==> src/rtl/ext_hold_ctrl_pkg.sv <==
// Shared types for the external-control hold block.
//   ext_ctrl_state_t : FSM state encoding (RUN, DRAIN, HALTED, SLEEP, RESTART)
//   park_reason_t    : why the pipeline is being drained (debug halt or wait instruction)
//   restart_load()   : restart counter load value for a given restart length
package ext_hold_ctrl_pkg;

  typedef logic [2:0] ext_ctrl_state_t;

  localparam ext_ctrl_state_t StRun     = 3'd0;
  localparam ext_ctrl_state_t StDrain   = 3'd1;
  localparam ext_ctrl_state_t StHalted  = 3'd2;
  localparam ext_ctrl_state_t StSleep   = 3'd3;
  localparam ext_ctrl_state_t StRestart = 3'd4;

  typedef enum logic {
    ReasonHalt  = 1'b0,
    ReasonSleep = 1'b1
  } park_reason_t;

  // Restart length is at most 15 cycles, so a 4-bit down-counter suffices.
  localparam int unsigned RestartCntW = 4;

  // The counter is loaded with length-1 and RESTART is left when it reads zero,
  // so RESTART lasts exactly `cycles` cycles.
  function automatic logic [RestartCntW-1:0] restart_load(input int unsigned cycles);
    return RestartCntW'(cycles - 32'd1);
  endfunction

endpackage

==> src/rtl/ext_hold_ctrl_sat_counter.sv <==
// Saturating up-counter with synchronous clear.
// Ports:
//   clk   : clock
//   reset : asynchronous active-low reset, clears the count
//   clr   : synchronous clear (priority over en)
//   en    : increment by one this cycle, sticking at all-ones
//   count : current count
module ext_hold_ctrl_sat_counter #(
  parameter int unsigned Width = 32
) (
  input  logic             clk,
  input  logic             reset,
  input  logic             clr,
  input  logic             en,
  output logic [Width-1:0] count
);

  logic [Width-1:0] count_q;

  always_ff @(posedge clk or negedge reset) begin
    if (!reset) begin
      count_q <= '0;
    end else if (clr) begin
      count_q <= '0;
    end else if (en && (count_q != '1)) begin
      count_q <= count_q + Width'(1);
    end
  end

  assign count = count_q;

endmodule

==> src/rtl/ext_hold_ctrl.sv <==
// External-control hold and wakeup generation for the decode stage.
// Arbitrates a level debugger halt against a wait-instruction sleep, drains the
// pipeline before parking, and restarts decode on halt release or wake event.
// Ports:
//   clk        : core clock
//   reset      : asynchronous active-low reset
//   halt_req   : debugger halt request (level)
//   sleep_req  : wait instruction reached decode (single-cycle pulse)
//   pipe_empty : nothing in flight, load/store unit ready
//   event_in   : wake event (level or pulse)
//   hold_ext   : hold request to decode
//   wakeup     : one-cycle pulse at the start of a restart
//   halted     : parked by debugger
//   sleeping   : parked by wait instruction
//   sleep_cnt  : total cycles spent asleep, saturating
// All outputs are decoded from registered state only.
module ext_hold_ctrl
  import ext_hold_ctrl_pkg::*;
#(
  parameter int unsigned RESTART_CYCLES = 2,  // legal range 1..15
  parameter int unsigned CNT_W          = 32
) (
  input  logic             clk,
  input  logic             reset,
  input  logic             halt_req,
  input  logic             sleep_req,
  input  logic             pipe_empty,
  input  logic             event_in,
  output logic             hold_ext,
  output logic             wakeup,
  output logic             halted,
  output logic             sleeping,
  output logic [CNT_W-1:0] sleep_cnt
);

  localparam logic [RestartCntW-1:0] RestartLoad = restart_load(RESTART_CYCLES);

  ext_ctrl_state_t        state_q, state_d;
  park_reason_t           reason_q, reason_d;
  park_reason_t           reason_eff;
  logic                   evt_q, evt_d;
  logic [RestartCntW-1:0] rcnt_q, rcnt_d;

  always_ff @(posedge clk or negedge reset) begin
    if (!reset) begin
      state_q  <= StRun;
      reason_q <= ReasonHalt;
      evt_q    <= 1'b0;
      rcnt_q   <= '0;
    end else begin
      state_q  <= state_d;
      reason_q <= reason_d;
      evt_q    <= evt_d;
      rcnt_q   <= rcnt_d;
    end
  end

  always_comb begin
    state_d    = state_q;
    reason_d   = reason_q;
    evt_d      = evt_q;
    rcnt_d     = rcnt_q;
    reason_eff = reason_q;

    unique case (state_q)
      StRun: begin
        // Halt wins over a simultaneous sleep request; the sleep is dropped.
        if (halt_req) begin
          state_d  = StDrain;
          reason_d = ReasonHalt;
        end else if (sleep_req) begin
          state_d  = StDrain;
          reason_d = ReasonSleep;
        end
      end

      StDrain: begin
        reason_eff = halt_req ? ReasonHalt : reason_q;
        reason_d   = reason_eff;
        if ((reason_eff == ReasonSleep) && event_in) begin
          evt_d = 1'b1;
        end
        if (pipe_empty) begin
          evt_d = 1'b0;
          if (reason_eff == ReasonHalt) begin
            state_d = StHalted;
          end else if (evt_q || event_in) begin
            // Wake event arrived while draining: skip SLEEP altogether.
            state_d = StRestart;
            rcnt_d  = RestartLoad;
          end else begin
            state_d = StSleep;
          end
        end
      end

      StHalted: begin
        if (!halt_req) begin
          state_d = StRestart;
          rcnt_d  = RestartLoad;
        end
      end

      StSleep: begin
        // Pipeline is already empty, so a halt parks directly.
        if (halt_req) begin
          state_d  = StHalted;
          reason_d = ReasonHalt;
        end else if (event_in) begin
          state_d = StRestart;
          rcnt_d  = RestartLoad;
        end
      end

      StRestart: begin
        if (halt_req) begin
          state_d  = StDrain;
          reason_d = ReasonHalt;
        end else if (rcnt_q == '0) begin
          state_d = StRun;
        end else begin
          rcnt_d = rcnt_q - RestartCntW'(1);
        end
      end

      default: begin
        state_d = StRun;
      end
    endcase
  end

  assign hold_ext = (state_q != StRun);
  assign halted   = (state_q == StHalted);
  assign sleeping = (state_q == StSleep);
  // Counter still holds its load value only in the first restart cycle.
  assign wakeup   = (state_q == StRestart) && (rcnt_q == RestartLoad);

  ext_hold_ctrl_sat_counter #(
    .Width(CNT_W)
  ) u_sleep_cnt (
    .clk  (clk),
    .reset(reset),
    .clr  (1'b0),
    .en   (state_q == StSleep),
    .count(sleep_cnt)
  );

endmodule

==> config.mk <==
export PLATFORM = sky130hd
export DESIGN_NAME = ext_hold_ctrl
export DESIGN_NICKNAME = d
export VERILOG_FILES = /design/src/rtl/ext_hold_ctrl_pkg.sv /design/src/rtl/ext_hold_ctrl_sat_counter.sv /design/src/rtl/ext_hold_ctrl.sv
export SDC_FILE = /design/constraint.sdc
export NUM_CORES = 1
export LEC_CHECK = 0
export BUFFER_PORTS_ARGS = -buffer_cell sky130_fd_sc_hd__clkbuf_2
export CAP_MARGIN = 20
export CORE_MARGIN = 5
export CORE_UTILIZATION = 50
export CTS_BUF_LIST = sky130_fd_sc_hd__clkbuf_8 sky130_fd_sc_hd__clkbuf_16
export CTS_CLUSTER_SIZE = 16
export DETAILED_ROUTE_END_ITERATION = 10
export GPL_TIMING_DRIVEN = 0
export PLACE_DENSITY = 0.72
export SYNTH_ARGS = -nofsm -noshare
export SYNTH_HDL_FRONTEND = slang
export SYNTH_HIERARCHICAL = 1
export SYNTH_SLANG_ARGS = --single-unit
==> constraint.sdc <==
create_clock -name clk -period 2.75 [get_ports clk]
set_input_delay 0.55 -clock clk [delete_from_list [all_inputs] [get_ports clk]]
set_output_delay 0.55 -clock clk [all_outputs]
set_load 0.1 [all_outputs]
==> out/metrics.cfg <==
[global_routing]
grt_max_degree = 42
grt_antenna_before_repair = 0
grt_pass1_vias = 2025
grt_util_all_layers_pct = 18.62
grt_pass1_wl_um = 9404
grt_overflow = 0

[clock_tree]
cts_inserted_buffers = 5
clock_path_buffers = 2
clock_sinks = 41
cts_tree = done
clock_latency_ns = 0.29
holdBufCountCts = 0
clock-root-buffer = clkbuf_8
htree_levels = 2
clkSlewWorstSetupHoldPaths_ns = 0.08

[critical_path]
crit_type = flop to flop
critPathCapture = u_sleep_cnt/count[31]$_DFFE_PN0P_
worst-path-max-fanout = 10
startpoint = state_q[1]$_DFFE_PN0P_
rrSetupSlack_ns = 0.29
rr_endpoint = u_sleep_cnt/count[31]$_DFFE_PN0P_
critPathLaunchType = flop
r2r_start = state_q[1]$_DFFE_PN0P_
cp-end-kind = flop
reg2reg_depth = 9
arrival_ns = 2.64
required_ns = 2.93

[sta]
worstMarginPinSlew_ns = 0.6452
fmax_ghz = 0.4066
setup_violations = 0
rsz0062_at_grt = no
final.period_utilization_pct = 89.42
maxSlewHeadroom_pct = 56.63
hold_viol = 0
finalSetupTns_ns = 0
finClkSkew_ns = 0.006038
finalCriticalPeriod_ns = 2.459
slew_viol_final = 0

[placement]
dp_hpwl_um = 3990
place_congestion = 0.8080
place_area_um2 = 2776
port_buffers = 41

[floorplan]
core_um2 = 4755
pin_count = 42
die_h_um = 80.16
die_w_um = 80.16
die_area_um2 = 6426
rows = 25
initial_core_util_pct = 51.76

[logic_synthesis]
synth_area_um2 = 2461
yosys.area.top_type = dfrtp_1
synthTopCellsByArea = dfrtp_1 (42%), nor2_1 (4.4%), xnor2_1 (3.6%)
synthDistinctLibCells = 60
synth_edf_count = 0
ys_seq_area_share_pct = 41.69
synthesis.yosys.warnings = 6
ys_seq_elements = 41
synth_area_per_cell_um2 = 9.358
synth_ff_type = dfrtp_1
synthCells = 263
async_flop_share_pct = 100.0
synth_top_area_share_pct = 41.69

[drt]
drt_iter0_drc = 139
vias = 2120
via_per_inst = 5.535
drc = 0
wirelength_um = 5559
dr.pass1.iters = 4
ant_nets = 0
wl_per_cell_um = 14.51

[job]
drv_cap = 0

[final_layout]
fillers = 452
num-nets-final = 325
multi_input_area_um2 = 1353
seqCellArea_um2 = 1026
layout_common_cells = clkbuf_2 (42), dfrtp_1 (41), nor2_1 (29)
n_antenna_cell = 0
area_delta_synth_final_pct = 17.08
drive_above_1_share_pct = 25.63
final_area_um2 = 2882
final_common_cell = clkbuf_2

[outcome]
status = complete, no violations

[power_and_ir_drop]
pwr_density_cell_nw_per_um2 = 600.0
leakagePower_nw = 1.281
peakVddDrop_mv = 0.3167

[min_path]
holdCritPathClass = input pin to asynchronous set/reset pin

[flip-flops by register name (all words and copies together), names as in the netlist]
name / cells
evt_q: 1
rcnt_q: 4
reason_q: 1
state_q: 3
u_sleep_cnt/count: 32
[how the worst min path moves through the flow]
stage	start	end	slack [ns]	depth (start not counted)
finish	reset	u_sleep_cnt/count[1]$_DFFE_PN0P_	0.17	1
global route	reset	u_sleep_cnt/count[1]$_DFFE_PN0P_	0.19	1
CTS	pipe_empty	evt_q$_DFFE_PN0P_	0.45	2
detailed placement	rcnt_q[1]$_DFFE_PN0P_	rcnt_q[1]$_DFFE_PN0P_	0.51	1
global placement	rcnt_q[1]$_DFFE_PN0P_	rcnt_q[1]$_DFFE_PN0P_	0.51	1
floorplan	reset	evt_q$_DFFE_PN0P_	0.25	0
[worst max-delay path, cell delays in order (launching register included)]
cell,delay (ns)
dfrtp_1,0.38
clkbuf_2,0.22
nand3b_1,0.17
clkinvlp_4,0.15
and3_1,0.26
nand4_1,0.13
a21o_1,0.16
buf_2,0.18
nor4_1,0.34
mux2_2,0.37
[cell usage after synthesis (all sizes together), types with 7 or more instances]
| cell | count |
|---|---|
| or3 | 7 |
| dfrtp | 41 |
| o21ai | 8 |
| inv | 14 |
| nor4 | 7 |
| nor2b | 8 |
| mux2 | 8 |
| nand2 | 14 |
| xnor2 | 10 |
| a21oi | 15 |
| nand4 | 7 |
| nor2 | 29 |
| and3 | 8 |
| nand3 | 13 |
[metal layers]
layer	vias to the layer above	track usage, %	part of all wire (%)	wire length [um]
met5	-	0	0	0
met4	0	6.588	1.5	82
met3	7	3.700	4.8	269
met2	52	28.81	43	2394
met1	1011	25.83	51	2812
li1	1050	-	-	-
[cells by family (layout without fill, tap and decap cells)]
logic type	after synthesis	in the layout	synth area share (%)
AND/OR/NAND/NOR	119	119	28.27
AO/OA/AOI/OAI	52	52	14.74
flip-flops	41	41	41.69
buffers and inverters	24	74	4.270
XOR/XNOR	13	13	4.626
multiplexers	9	9	4.220
adder cells (fa/ha/maj)	4	4	2.034
other	1	4	0.1524
[where the power goes]
part	total (W)	switching (W)	leakage, nW	internal [W]
Clock	0.000380	0.000208	0.0467	0.000172
Sequential	0.000707	0.0000479	0.563	0.000659
Combinational	0.000642	0.000420	0.672	0.000222
[metrics by stage]
step / hold slack, ns / cells / power, W / setup slack [ns] / util (%)
3_3_place_gp: 0.5094 / 374 / 0.001342 / 0.1622 / 58.39
6_report: 0.1715 / 383 / 0.001729 / 0.2909 / 60.61
2_1_floorplan: 0.2544 / 266 / 0.001242 / -0.3407 / -
3_5_place_dp: 0.5108 / 374 / 0.001353 / 0.1404 / 58.39
5_1_grt: 0.1906 / 383 / 0.001832 / 0.09356 / 60.61
4_1_cts: 0.4468 / 382 / 0.001734 / 0.1270 / 60.16
[area by class of cell]
class | count | share of cell area, %
multi-input combinational | 201 | 46.94
tap | 67 | 2.909
clock buffer | 5 | 2.388
sequential | 41 | 35.61
timing repair buffer | 42 | 7.816
clock inverter | 3 | 0.5211
inverter | 14 | 1.954
buffer | 10 | 1.867
[timing repair]
item | CTS | global route
gates resized for setup | 0 | 2
setup buffers | 0 | 0
setup endpoints to repair | 0 | 6
Note: power is estimated with default switching activity, not from simulation.
